`src/rtl/zstd_block_parser_if.sv`:
```
// Byte-stream handshake bundle for the Zstandard block parser: input beats in, payload beats out.
// The slave modport is the parser's view; the master modport is the upstream/downstream side.
interface zstd_block_parser_if;
    logic [15:0] data_in;
    logic        in_valid;
    logic        in_ready;
    logic [15:0] out_data;
    logic [1:0]  out_keep;
    logic [1:0]  out_type;
    logic        out_last;
    logic        out_valid;
    logic        out_ready;

    modport slave (
        input  data_in,
        input  in_valid,
        output in_ready,
        output out_data,
        output out_keep,
        output out_type,
        output out_last,
        output out_valid,
        input  out_ready
    );

    modport master (
        output data_in,
        output in_valid,
        input  in_ready,
        input  out_data,
        input  out_keep,
        input  out_type,
        input  out_last,
        input  out_valid,
        output out_ready
    );
endinterface

```
`src/rtl/zstd_block_parser.sv`:
```
// Walks Zstandard block headers after the frame header, forwards Raw/Compressed payloads,
// expands RLE blocks and captures the optional content checksum.
//
// state      | meaning
// S_IDLE     | waiting for start from the frame header parser
// S_HDR      | collecting the 3-byte block header
// S_RLE_BYTE | collecting the single RLE byte
// S_RLE_EMIT | replicating the RLE byte onto the output
// S_PAYLOAD  | repacking Raw/Compressed payload bytes
// S_NEXT     | block finished, output drained, choose next header/checksum/done
// S_CHK      | collecting the 4-byte content checksum
// S_DONE     | pulse finished
// S_ERROR    | bad header, stalled until reset or start
module zstd_block_parser #(
    parameter int BLOCK_MAX = 131072
) (
    input  logic                  clk,
    input  logic                  reset,
    input  logic                  start,
    input  logic                  start_offset,
    input  logic                  checksum_flag,
    zstd_block_parser_if.slave    bus,
    output logic                  hdr_valid,
    output logic                  blk_last,
    output logic [1:0]            blk_type,
    output logic [20:0]           blk_size,
    output logic [31:0]           checksum,
    output logic                  checksum_valid,
    output logic                  finished,
    output logic                  leftover,
    output logic                  error
);

    typedef enum logic [3:0] {
        S_IDLE,
        S_HDR,
        S_RLE_BYTE,
        S_RLE_EMIT,
        S_PAYLOAD,
        S_NEXT,
        S_CHK,
        S_DONE,
        S_ERROR
    } state_t;

    localparam logic [21:0] BLK_MAX_L = 22'(BLOCK_MAX);

    state_t      state_q, state_d;
    logic [7:0]  hold_q, hold_d;
    logic        hold_vld_q, hold_vld_d;
    logic [2:0]  cnt_q, cnt_d;
    logic [31:0] fld_q, fld_d;
    logic [20:0] rem_q, rem_d;
    logic [7:0]  rle_q, rle_d;
    logic        chk_flag_q, chk_flag_d;
    logic [15:0] out_data_q, out_data_d;
    logic [1:0]  out_keep_q, out_keep_d;
    logic [1:0]  out_type_q, out_type_d;
    logic        out_last_q, out_last_d;
    logic        out_valid_q, out_valid_d;
    logic        hdr_valid_q, hdr_valid_d;
    logic        blk_last_q, blk_last_d;
    logic [1:0]  blk_type_q, blk_type_d;
    logic [20:0] blk_size_q, blk_size_d;
    logic [31:0] checksum_q, checksum_d;
    logic        checksum_valid_q, checksum_valid_d;
    logic        finished_q, finished_d;
    logic        leftover_q, leftover_d;
    logic        error_q, error_d;

    logic        out_free;
    logic        in_ready_c;
    logic [2:0]  target;
    logic [2:0]  want;
    logic [1:0]  n_take;
    logic [7:0]  t0, t1;
    logic [2:0]  cnt_new;
    logic        fld_done;
    logic [20:0] hdr_size;
    logic [1:0]  hdr_type;
    logic        emit;
    logic [15:0] emit_data;
    logic [1:0]  emit_keep;
    logic [20:0] emit_dec;

    always_comb begin
        state_d          = state_q;
        hold_d           = hold_q;
        hold_vld_d       = hold_vld_q;
        cnt_d            = cnt_q;
        fld_d            = fld_q;
        rem_d            = rem_q;
        rle_d            = rle_q;
        chk_flag_d       = chk_flag_q;
        out_data_d       = out_data_q;
        out_keep_d       = out_keep_q;
        out_type_d       = out_type_q;
        out_last_d       = out_last_q;
        out_valid_d      = out_valid_q && !bus.out_ready;
        hdr_valid_d      = 1'b0;
        blk_last_d       = blk_last_q;
        blk_type_d       = blk_type_q;
        blk_size_d       = blk_size_q;
        checksum_d       = checksum_q;
        checksum_valid_d = 1'b0;
        finished_d       = 1'b0;
        leftover_d       = 1'b0;
        error_d          = error_q;
        n_take           = 2'd0;
        t0               = 8'h00;
        t1               = 8'h00;
        cnt_new          = cnt_q;
        fld_done         = 1'b0;
        emit             = 1'b0;
        emit_data        = 16'h0000;
        emit_keep        = 2'b00;
        emit_dec         = 21'd0;
        out_free         = !out_valid_q || bus.out_ready;

        case (state_q)
            S_HDR:      target = 3'd3;
            S_CHK:      target = 3'd4;
            S_RLE_BYTE: target = 3'd1;
            default:    target = 3'd0;
        endcase
        want = target - cnt_q;

        // A beat may only be taken if at most one of its bytes is left for the hold register.
        case (state_q)
            S_IDLE, S_ERROR:         in_ready_c = start && start_offset;
            S_HDR, S_CHK, S_RLE_BYTE: in_ready_c = hold_vld_q ? (want >= 3'd2) : 1'b1;
            S_PAYLOAD:               in_ready_c = out_free && (hold_vld_q ? (rem_q >= 21'd2) : 1'b1);
            default:                 in_ready_c = 1'b0;
        endcase

        if (target != 3'd0) begin
            if (hold_vld_q) begin
                t0 = hold_q;
                if (want >= 3'd2 && bus.in_valid) begin
                    n_take = 2'd2;
                    t1     = bus.data_in[15:8];
                    hold_d = bus.data_in[7:0];
                end else begin
                    n_take     = 2'd1;
                    hold_vld_d = 1'b0;
                end
            end else if (bus.in_valid) begin
                t0 = bus.data_in[15:8];
                if (want >= 3'd2) begin
                    n_take = 2'd2;
                    t1     = bus.data_in[7:0];
                end else begin
                    n_take     = 2'd1;
                    hold_d     = bus.data_in[7:0];
                    hold_vld_d = 1'b1;
                end
            end
            for (int i = 0; i < 4; i++) begin
                if (n_take != 2'd0 && cnt_q == 3'(i))
                    fld_d[i*8 +: 8] = t0;
                if (n_take == 2'd2 && (cnt_q + 3'd1) == 3'(i))
                    fld_d[i*8 +: 8] = t1;
            end
            cnt_new  = cnt_q + {1'b0, n_take};
            fld_done = (cnt_new == target);
            cnt_d    = fld_done ? 3'd0 : cnt_new;
        end

        hdr_size = fld_d[23:3];
        hdr_type = fld_d[2:1];

        case (state_q)
            S_IDLE, S_ERROR: begin
                if (start) begin
                    state_d    = S_HDR;
                    error_d    = 1'b0;
                    chk_flag_d = checksum_flag;
                    cnt_d      = 3'd0;
                    hold_vld_d = start_offset;
                    hold_d     = bus.data_in[7:0];
                end
            end
            S_HDR: begin
                if (fld_done) begin
                    if (hdr_type == 2'd3 || {1'b0, hdr_size} > BLK_MAX_L) begin
                        state_d = S_ERROR;
                        error_d = 1'b1;
                    end else begin
                        hdr_valid_d = 1'b1;
                        blk_last_d  = fld_d[0];
                        blk_type_d  = hdr_type;
                        blk_size_d  = hdr_size;
                        rem_d       = hdr_size;
                        if (hdr_size == 21'd0)
                            state_d = S_NEXT;
                        else if (hdr_type == 2'd1)
                            state_d = S_RLE_BYTE;
                        else
                            state_d = S_PAYLOAD;
                    end
                end
            end
            S_RLE_BYTE: begin
                if (fld_done) begin
                    rle_d   = fld_d[7:0];
                    state_d = S_RLE_EMIT;
                end
            end
            S_RLE_EMIT: begin
                if (out_free) begin
                    emit = 1'b1;
                    if (rem_q >= 21'd2) begin
                        emit_data = {rle_q, rle_q};
                        emit_keep = 2'b11;
                        emit_dec  = 21'd2;
                    end else begin
                        emit_data = {rle_q, 8'h00};
                        emit_keep = 2'b10;
                        emit_dec  = 21'd1;
                    end
                end
            end
            S_PAYLOAD: begin
                // Only a block's final beat may be half full, so wait for a full pair otherwise.
                if (out_free) begin
                    if (hold_vld_q) begin
                        if (rem_q == 21'd1) begin
                            emit       = 1'b1;
                            emit_data  = {hold_q, 8'h00};
                            emit_keep  = 2'b10;
                            emit_dec   = 21'd1;
                            hold_vld_d = 1'b0;
                        end else if (bus.in_valid) begin
                            emit      = 1'b1;
                            emit_data = {hold_q, bus.data_in[15:8]};
                            emit_keep = 2'b11;
                            emit_dec  = 21'd2;
                            hold_d    = bus.data_in[7:0];
                        end
                    end else if (bus.in_valid) begin
                        emit = 1'b1;
                        if (rem_q == 21'd1) begin
                            emit_data  = {bus.data_in[15:8], 8'h00};
                            emit_keep  = 2'b10;
                            emit_dec   = 21'd1;
                            hold_d     = bus.data_in[7:0];
                            hold_vld_d = 1'b1;
                        end else begin
                            emit_data = bus.data_in;
                            emit_keep = 2'b11;
                            emit_dec  = 21'd2;
                        end
                    end
                end
            end
            S_NEXT: begin
                if (out_free) begin
                    if (!blk_last_q) begin
                        state_d = S_HDR;
                        cnt_d   = 3'd0;
                    end else if (chk_flag_q) begin
                        state_d = S_CHK;
                        cnt_d   = 3'd0;
                    end else begin
                        state_d = S_DONE;
                    end
                end
            end
            S_CHK: begin
                if (fld_done) begin
                    checksum_d       = fld_d;
                    checksum_valid_d = 1'b1;
                    state_d          = S_DONE;
                end
            end
            S_DONE: begin
                finished_d = 1'b1;
                leftover_d = hold_vld_q;
                hold_vld_d = 1'b0;
                state_d    = S_IDLE;
            end
            default: state_d = S_IDLE;
        endcase

        if (emit) begin
            out_valid_d = 1'b1;
            out_data_d  = emit_data;
            out_keep_d  = emit_keep;
            out_type_d  = blk_type_q;
            rem_d       = rem_q - emit_dec;
            out_last_d  = (rem_d == 21'd0);
            if (rem_d == 21'd0)
                state_d = S_NEXT;
        end
    end

    always_ff @(posedge clk) begin
        if (!reset) begin
            state_q          <= S_IDLE;
            hold_q           <= 8'h00;
            hold_vld_q       <= 1'b0;
            cnt_q            <= 3'd0;
            fld_q            <= 32'h0;
            rem_q            <= 21'd0;
            rle_q            <= 8'h00;
            chk_flag_q       <= 1'b0;
            out_data_q       <= 16'h0000;
            out_keep_q       <= 2'b00;
            out_type_q       <= 2'b00;
            out_last_q       <= 1'b0;
            out_valid_q      <= 1'b0;
            hdr_valid_q      <= 1'b0;
            blk_last_q       <= 1'b0;
            blk_type_q       <= 2'b00;
            blk_size_q       <= 21'd0;
            checksum_q       <= 32'h0;
            checksum_valid_q <= 1'b0;
            finished_q       <= 1'b0;
            leftover_q       <= 1'b0;
            error_q          <= 1'b0;
        end else begin
            state_q          <= state_d;
            hold_q           <= hold_d;
            hold_vld_q       <= hold_vld_d;
            cnt_q            <= cnt_d;
            fld_q            <= fld_d;
            rem_q            <= rem_d;
            rle_q            <= rle_d;
            chk_flag_q       <= chk_flag_d;
            out_data_q       <= out_data_d;
            out_keep_q       <= out_keep_d;
            out_type_q       <= out_type_d;
            out_last_q       <= out_last_d;
            out_valid_q      <= out_valid_d;
            hdr_valid_q      <= hdr_valid_d;
            blk_last_q       <= blk_last_d;
            blk_type_q       <= blk_type_d;
            blk_size_q       <= blk_size_d;
            checksum_q       <= checksum_d;
            checksum_valid_q <= checksum_valid_d;
            finished_q       <= finished_d;
            leftover_q       <= leftover_d;
            error_q          <= error_d;
        end
    end

    assign bus.in_ready    = in_ready_c;
    assign bus.out_data    = out_data_q;
    assign bus.out_keep    = out_keep_q;
    assign bus.out_type    = out_type_q;
    assign bus.out_last    = out_last_q;
    assign bus.out_valid   = out_valid_q;
    assign hdr_valid       = hdr_valid_q;
    assign blk_last        = blk_last_q;
    assign blk_type        = blk_type_q;
    assign blk_size        = blk_size_q;
    assign checksum        = checksum_q;
    assign checksum_valid  = checksum_valid_q;
    assign finished        = finished_q;
    assign leftover        = leftover_q;
    assign error           = error_q;

endmodule

```
`src/flat_wrapper.sv`:
```
// flat-port wrapper written by rule: the top's interface ports become plain ports
module zstd_block_parser_flat 
#(
    parameter int BLOCK_MAX = 131072
)
  (clk, reset, start, start_offset, checksum_flag, hdr_valid, blk_last, blk_type, blk_size, checksum, checksum_valid, finished, leftover, error, bus_data_in, bus_in_valid, bus_in_ready, bus_out_data, bus_out_keep, bus_out_type, bus_out_last, bus_out_valid, bus_out_ready);
  zstd_block_parser_if bus_i ();
  input  logic clk;
  input  logic reset;
  input  logic start;
  input  logic start_offset;
  input  logic checksum_flag;
  output logic hdr_valid;
  output logic blk_last;
  output logic [1:0] blk_type;
  output logic [20:0] blk_size;
  output logic [31:0] checksum;
  output logic checksum_valid;
  output logic finished;
  output logic leftover;
  output logic error;
  input wire logic [$bits(bus_i.data_in)-1:0] bus_data_in;
  input wire logic [$bits(bus_i.in_valid)-1:0] bus_in_valid;
  output wire logic [$bits(bus_i.in_ready)-1:0] bus_in_ready;
  output wire logic [$bits(bus_i.out_data)-1:0] bus_out_data;
  output wire logic [$bits(bus_i.out_keep)-1:0] bus_out_keep;
  output wire logic [$bits(bus_i.out_type)-1:0] bus_out_type;
  output wire logic [$bits(bus_i.out_last)-1:0] bus_out_last;
  output wire logic [$bits(bus_i.out_valid)-1:0] bus_out_valid;
  input wire logic [$bits(bus_i.out_ready)-1:0] bus_out_ready;
  assign bus_i.data_in = bus_data_in;
  assign bus_i.in_valid = bus_in_valid;
  assign bus_in_ready = bus_i.in_ready;
  assign bus_out_data = bus_i.out_data;
  assign bus_out_keep = bus_i.out_keep;
  assign bus_out_type = bus_i.out_type;
  assign bus_out_last = bus_i.out_last;
  assign bus_out_valid = bus_i.out_valid;
  assign bus_i.out_ready = bus_out_ready;
  zstd_block_parser #(.BLOCK_MAX(BLOCK_MAX)) u_core (.clk(clk), .reset(reset), .start(start), .start_offset(start_offset), .checksum_flag(checksum_flag), .bus(bus_i), .hdr_valid(hdr_valid), .blk_last(blk_last), .blk_type(blk_type), .blk_size(blk_size), .checksum(checksum), .checksum_valid(checksum_valid), .finished(finished), .leftover(leftover), .error(error));
endmodule
```
`config.mk`:
```
export PLATFORM = sky130hd
export DESIGN_NAME = zstd_block_parser_flat
export DESIGN_NICKNAME = d
export VERILOG_FILES = /design/src/rtl/zstd_block_parser_if.sv /design/src/rtl/zstd_block_parser.sv /design/src/flat_wrapper.sv
export SDC_FILE = /design/constraint.sdc
export NUM_CORES = 1
export LEC_CHECK = 0
export ABC_AREA = 1
export CAP_MARGIN = 20
export CORE_MARGIN = 2
export CORE_UTILIZATION = 50
export CTS_CLUSTER_DIAMETER = 200
export CTS_CLUSTER_SIZE = 12
export DETAILED_ROUTE_END_ITERATION = 10
export GPL_TIMING_DRIVEN = 1
export PLACE_DENSITY = 0.85
export SYNTH_ARGS = -nofsm -noshare
export SYNTH_HDL_FRONTEND = slang
export SYNTH_SLANG_ARGS = --single-unit
```
`constraint.sdc`:
```
create_clock -name clk -period 13 [get_ports clk]
set_clock_uncertainty 0.1 [all_clocks]
set_input_delay 3.9 -clock clk [delete_from_list [all_inputs] [get_ports clk]]
set_output_delay 3.9 -clock clk [all_outputs]
set_load 0.02 [all_outputs]
```
==> results.md, run 1 <==
* Number of antenna diodes at 0
* Clk network pwr share at approximately 29%
* Total routed wirelength at approximately 26000 um
* Switching Fraction at a little over two fifths
* Share of layout cells above drive strength 1 at under 10%
* Number of instances in the synthesized netlist at approximately 1300
* Pin count of the biggest net entering global routing at 85
* Mapped cell area at 0.00867 sq mm
* Post-CTS Hold Fix Bufs at 0
* Buffer cell driving the clock tree root: clkbuf_16
* Nature of the critical path startpoint: input port
* Critical path capture point type: output port
* Internal power summed over all cells at 1.06 mW
* WP data arrival at between 5 and 6 ns
* Count of max-cap constraint violations at 0
* Chip height at between 100 and 150 um
* Detailed-routing iteration count for the pre-antenna-repair pass at 6
* H-tree lvl count at 4
* Vias per cell at about 5.8
* Share of flip-flops with an asynchronous set or reset after synthesis at 0%
* Share of the synthesized area in the top cell type at a little under two fifths
* Adder-cell share of the synthesized area at about 1.3%
* Multiplexer share of the synthesized area at 0%
* Clock-pin slew on the worst setup and hold paths at roughly 0.070 ns
* Detailed placement HPWL at 18200 um
* Min cycle time layout at 9.62 ns
* Total gr overflow at 0
* Finish-stage setup viols at 0
* Final Total Pwr at roughly 1.9 mW
* Net switching power figure at 0.812 mW
* Part of the Yosys area used for sequential elements at 37.2%
* Post-synthesis compound-gate area fraction at a little under a fifth
* RR Startpoint: u_core.state_q[2]$_SDFF_PN0_
* Inserted Clock Buffers at 17
* Count of cells resized by post-cts repair at 0
* Share of total power in sequential cells at a little under a third
* # nets final at between 1000 and 1500
* Initial cell density of the core at approximately 51%
* Source of the worst hold timing path: u_core.blk_size[20]$_SDFFE_PN0P_
* Syn_nets at between 1000 and 1500
* Leak pwr at roughly 4.5 nW
* Area enclosed by the die boundary at about 0.018 sq mm
* Num ports at about 110
* Std cell rows at 48
* Setup TNS Final at 0 ns
* Slew Viols, Final at 0
* Maximum frequency from static timing analysis at 104 MHz
* Main synth FF type: dfxtp_1
* Port bufs at approximately 110
* Total number of vias at between 9000 and 10000
* Antenna violations before repair at 0
* Status: finished clean
* Count leader, synth: nand2_1
* TritonCTS clock tree: yes
* Tightest slew margin relative to the limit at between 20 and 30%
* Count of non-filler cells in the finished layout at between 1500 and 2000
* Clock tree buffer depth at 2
* Area growth syn-to-layout at 19.7%
* Number of synthesized flops with an enable pin at 0
* Simple-gate area share of the yosys netlist at 29.1%
* Cell accounting for the most synthesized area: dfxtp_1
* Aggregate global-route resource usage at between 20% and 30%
* Portion of total power attributed to combinational logic at 41.0%
* Tcrit/Tclk final at between 70% and 80%
* Number of remaining DRC errors at 0
* X dimension of the die at between 100 and 150 um
* Synth Area in XOR/XNOR at under 10%
* Critical path startpoint: bus_out_ready
* Least-Margin Pin Slew at between 1 and 1.5 ns
* Summed area of non-filler cells in the final layout at slightly above 0.01 sq mm
* Mean Syn Cell Area at approximately 6.7 sq um
* Clk sink count at approximately 160
* Clock latency on the worst-skew pair at 0.44 ns
* Yosys warnings at 0
* Ratio of total power to cell area at 180 mW/mm^2
* Post-detailed-route count of antenna-violating nets at 0
* Critical path class: input port to output port
* Number of global-route vias before repair at 8269
* Number of register bits inferred by synthesis at 161
* Hold Violations, Final at 0
* Post-placement cell area at 0.00976 sq mm
* Max VDD drop at between 0.0001 and 0.00015 V
* First-pass GRT wire length at a little over 40000 um
* Critical-path maximum fanout at 6
* WL/cell at 16.4 um
* Combinational family with the most area after synthesis: simple AND/OR/NAND/NOR gates
* Top cells by instance count after synthesis: nand2_1 (276), inv_1 (174), dfxtp_1 (161)
* Number of placed cells counting well taps at 1566
* Number of design-rule violations left by the first detailed-router iteration at 1152
* Ranking of synthesized cells by area: dfxtp_1 (37%), nand2_1 (12%), inv_1 (7.5%)
* Setup repair after global routing missed its margin: no
* Routability congestion estimate at just under 1
* Floorplan core area at 0.0171 sq mm
* Required time of the worst setup path at roughly 9.0 ns
* Count of cell types in the netlist at 50
* Buffer count from post-CTS setup fixing at 0
* Path type of the worst min-delay path: flip-flop to flip-flop
==> logic make-up (layout without fill, tap and decap cells) <==
family	Yosys count	after routing
simple gates	579	579
compound gates	272	272
buf+inv	254	333
flops	161	161
xor+xnor	20	20
fa+ha+maj	8	8
==> registers in the layout, summed over array words and instances (netlist names), 2 cells and up <==
register             cells
u_core.rem_q            21
u_core.hold_q            8
u_core.cnt_q             3
u_core.checksum         32
u_core.blk_size         21
u_core.bus.out_data     16
u_core.state_q           4
u_core.bus.out_type      2
u_core.rle_q             8
u_core.blk_type          2
u_core.bus.out_keep      2
u_core.fld_q            32
==> layout make-up <==
cell class / instances / area, sq um
flip-flops and latches: 161 / 3220
inverters: 188 / 708
repair buffers: 113 / 1110
well taps: 225 / 282
clock buffers: 17 / 425
fillers: 1533 / 6740
multi-input cells: 879 / 4430
clock inverters: 15 / 196
==> final timing paths <==
path / endpoint / slack, ns / cells after the start
max reg2reg: u_core.rle_q[5]$_SDFFE_PN0P_ / 7.62 / 26
max: bus_in_ready / 3.38 / 6
min: u_core.blk_size[20]$_SDFFE_PN0P_ / 0.34 / 2
min reg2reg: u_core.blk_size[20]$_SDFFE_PN0P_ / 0.34 / 2
==> cells in the final DEF (no fill, tap or decap), drive strengths merged, types with 3 or more instances in the layout <==
master,count
or2,5
a21oi,89
clkbuf,17
nand2,284
o21ai,88
nor3,10
o311ai,6
xor2,16
nand4,29
bufinv,3
a31oi,10
nor4,9
o22ai,8
clkinv,7
o211ai,49
nor2,158
xnor2,4
clkdlybuf4s50,105
buf,8
nand3,82
a22oi,10
dfxtp,161
inv,191
ha,6
==> worst max-delay path, cell delays in order <==
cell,delay [ns]
clkdlybuf4s50_1,0.45
nor2_1,0.09
nor2_1,0.29
o21ai_0,0.15
nand3_1,0.12
clkdlybuf4s50_1,0.62
==> power groups by stage <==
stage | Combinational [mW] | Sequential [mW] | Clock, mW
after floorplan | 0.565 | 0.578 | 0
after global placement | 0.727 | 0.576 | 0
after detailed placement | 0.740 | 0.578 | 0
after CTS | 0.745 | 0.567 | 0.537
after global routing | 0.831 | 0.572 | 0.558
final | 0.765 | 0.568 | 0.534
==> through the flow <==
| stage | setup slack, ns | hold slack [ns] | util (%) |
|---|---|---|---|
| after floorplan | 4.50 | 0.368 | - |
| after global placement | 3.39 | 0.325 | 57.0 |
| after detailed placement | 3.40 | 0.332 | 57.0 |
| after CTS | 3.39 | 0.344 | 60.6 |
| after global routing | 3.24 | 0.362 | 60.6 |
| final | 3.38 | 0.341 | 60.6 |
==> layer usage <==
layer	routed length, um	share of wire [%]	GRT usage (%)	vias up
met5	0	0	0	-
met4	1050	4.0	13.4	0
met3	2410	9.2	5.35	105
met2	12000	46	45.0	519
met1	10700	41	37.2	4254
li1	-	-	-	4367
(Power assumes the default switching activity.)
==> run 2, diff against run 1 <==
- PLACE_DENSITY: 0.85 -> 0.88
- clock period: 13 -> 7.9 ns (I/O delays scaled with it)
==> results.md, run 2 (synthesized netlist as in run 1, its figures left out) <==
* Worst-case register-to-register setup slack at 2.77 ns
* Number of remaining DRC errors at 0
* Setup TNS Final at 0 ns
* Clock-pin slew on the worst setup and hold paths at ~0.060 ns
* WP data arrival at just over 4 ns
* Total routed wirelength at roughly 26000 um
* Finish-stage setup viols at 0
* Vias per cell at roughly 5.7
* Share of layout cells above drive strength 1 at roughly 6.1%
* Floorplan core area at ~0.017 sq mm
* Critical path capture point type: output port
* Post-detailed-route count of antenna-violating nets at 0
* Clock latency on the worst-skew pair at 0.43 ns
* Count of non-filler cells in the finished layout at 1599
* RR Startpoint: u_core.state_q[3]$_SDFF_PN0_
* X dimension of the die at between 100 and 150 um
* Number of global-route vias before repair at a little over 8000
* Clk sink count at around 160
* Setup repair after global routing missed its margin: no
* Min cycle time layout at approximately 6.6 ns
* Tightest slew margin relative to the limit at a little under a third
* Post-CTS Hold Fix Bufs at 0
* Clock tree buffer depth at 2
* Num ports at roughly 110
* Area enclosed by the die boundary at between 0.015 and 0.02 sq mm
* Count of max-cap constraint violations at 0
* Count of cells resized by post-cts repair at 0
* R2R depth at 28
* Critical path class: input port to output port
* Max VDD drop at between 0.00015 and 0.0002 V
* Utilization of the core after routing at around 61%
* Most frequent cells in the layout: nand2_1 (276), inv_1 (174), dfxtp_1 (161)
* Slew Viols, Final at 0
* Nature of the critical path startpoint: input port
* Std cell rows at between 40 and 50
* Filler cells at around 1500
* Required time of the worst setup path at ~5.4 ns
* Chip height at 136 um
* Pin count of the biggest net entering global routing at just over 80
* First-pass GRT wire length at between 40000 and 50000 um
* Leak pwr at between 4 and 5 nW
* Summed area of non-filler cells in the final layout at a little over 0.01 sq mm
* Routability congestion estimate at about 0.95
* Endpoint of the worst hold path: u_core.blk_size[20]$_SDFFE_PN0P_
* Footprint of the multi-input gates at 0.00443 sq mm
* Worst hold stages at 2
* Aggregate global-route resource usage at roughly 28%
* Tcrit/Tclk final at between 80% and 90%
* Maximum frequency from static timing analysis at 151 MHz
* Buffer cell driving the clock tree root: clkbuf_16
* Port bufs at between 100 and 150
* WL/cell at ~16 um
* Total gr overflow at 0
* Antenna violations before repair at 0
* Detailed-routing iteration count for the pre-antenna-repair pass at 8
* Leading cell type in the layout, fill and taps excluded: nand2_1
* Number of antenna diodes at 0
* Tightest hold margin at roughly 0.34 ns
* # nets final at roughly 1400
* Inserted Clock Buffers at 17
* Post-placement cell area at between 0.009 and 0.01 sq mm
* H-tree lvl count at 4
* TritonCTS clock tree: yes
* Hold Violations, Final at 0
* Buffer count from post-CTS setup fixing at 0
* Status: finished clean
* Initial cell density of the core at 50.6%
* Ratio of total power to cell area at 293 mW/mm^2
* Capture point of the worst reg-to-reg path: u_core.checksum[8]$_SDFFE_PN0P_
* Source of the worst hold timing path: u_core.blk_size[20]$_SDFFE_PN0P_
* Total number of vias at roughly 9000
* Least-Margin Pin Slew at around 1.0 ns
* Area growth syn-to-layout at 19.6%
* Area taken by flip-flops and latches at 0.00322 sq mm
* Path type of the worst min-delay path: flip-flop to flip-flop
* Critical-path maximum fanout at 6
* Number of placed cells counting well taps at 1568
* Detailed placement HPWL at 18300 um
* Number of design-rule violations left by the first detailed-router iteration at about 1200
## run 2: cell count changes in the layout (fill, tap and decap cells not counted), sizes merged
cell      before  now
clkbuf        17   20
inv          191  186
clkinvlp       2    4
bufinv         3    2
buf            8   10
## run 2: metal layers
| metal | wire length [um] | share of wire, % | track usage, % |
|---|---|---|---|
| met5 | 0 | 0 | 0 |
| met4 | 1020 | 3.9 | 13.9 |
| met3 | 2580 | 9.8 | 5.99 |
| met2 | 11900 | 45 | 45.1 |
| met1 | 10800 | 41 | 36.3 |
## run 2: critical path, cell delays in order
cell and delay, ns:
clkdlybuf4s50_1 0.45, nor2_1 0.09, nor2_1 0.32, o21ai_0 0.17, nand3_1 0.12, clkdlybuf4s50_1 0.61
## run 2: area by class of cell
| cell class | count | area share, % |
|---|---|---|
| Inverter | 188 | 6.83 |
| Multi-Input combinational cell | 879 | 42.8 |
| Timing Repair Buffer | 115 | 10.8 |
| Clock inverter | 11 | 1.26 |
| Clock buffer | 20 | 4.50 |
| Tap cell | 225 | 2.72 |
| Sequential cell | 161 | 31.1 |
## run 2: worst max-delay path by stage
stage | start | end
final | bus_out_ready | bus_in_ready
after global routing | bus_out_ready | bus_in_ready
after CTS | bus_out_ready | bus_in_ready
after detailed placement | bus_out_ready | bus_in_ready
after global placement | bus_out_ready | bus_in_ready
after floorplan | bus_out_ready | bus_in_ready
## run 2: report_power, final
| group | internal, mW | total (mW) | switching, mW |
|---|---|---|---|
| Combinational | 0.358 | 1.27 | 0.908 |
| Sequential | 0.876 | 0.937 | 0.0605 |
| Clock | 0.490 | 0.835 | 0.345 |
## run 2: through the flow
step	total power, mW	setup slack (ns)
after detailed placement	2.17	1.31
final	3.04	1.30
after global placement	2.15	1.35
after global routing	3.20	1.21
after floorplan	1.88	2.46
after CTS	3.00	1.31
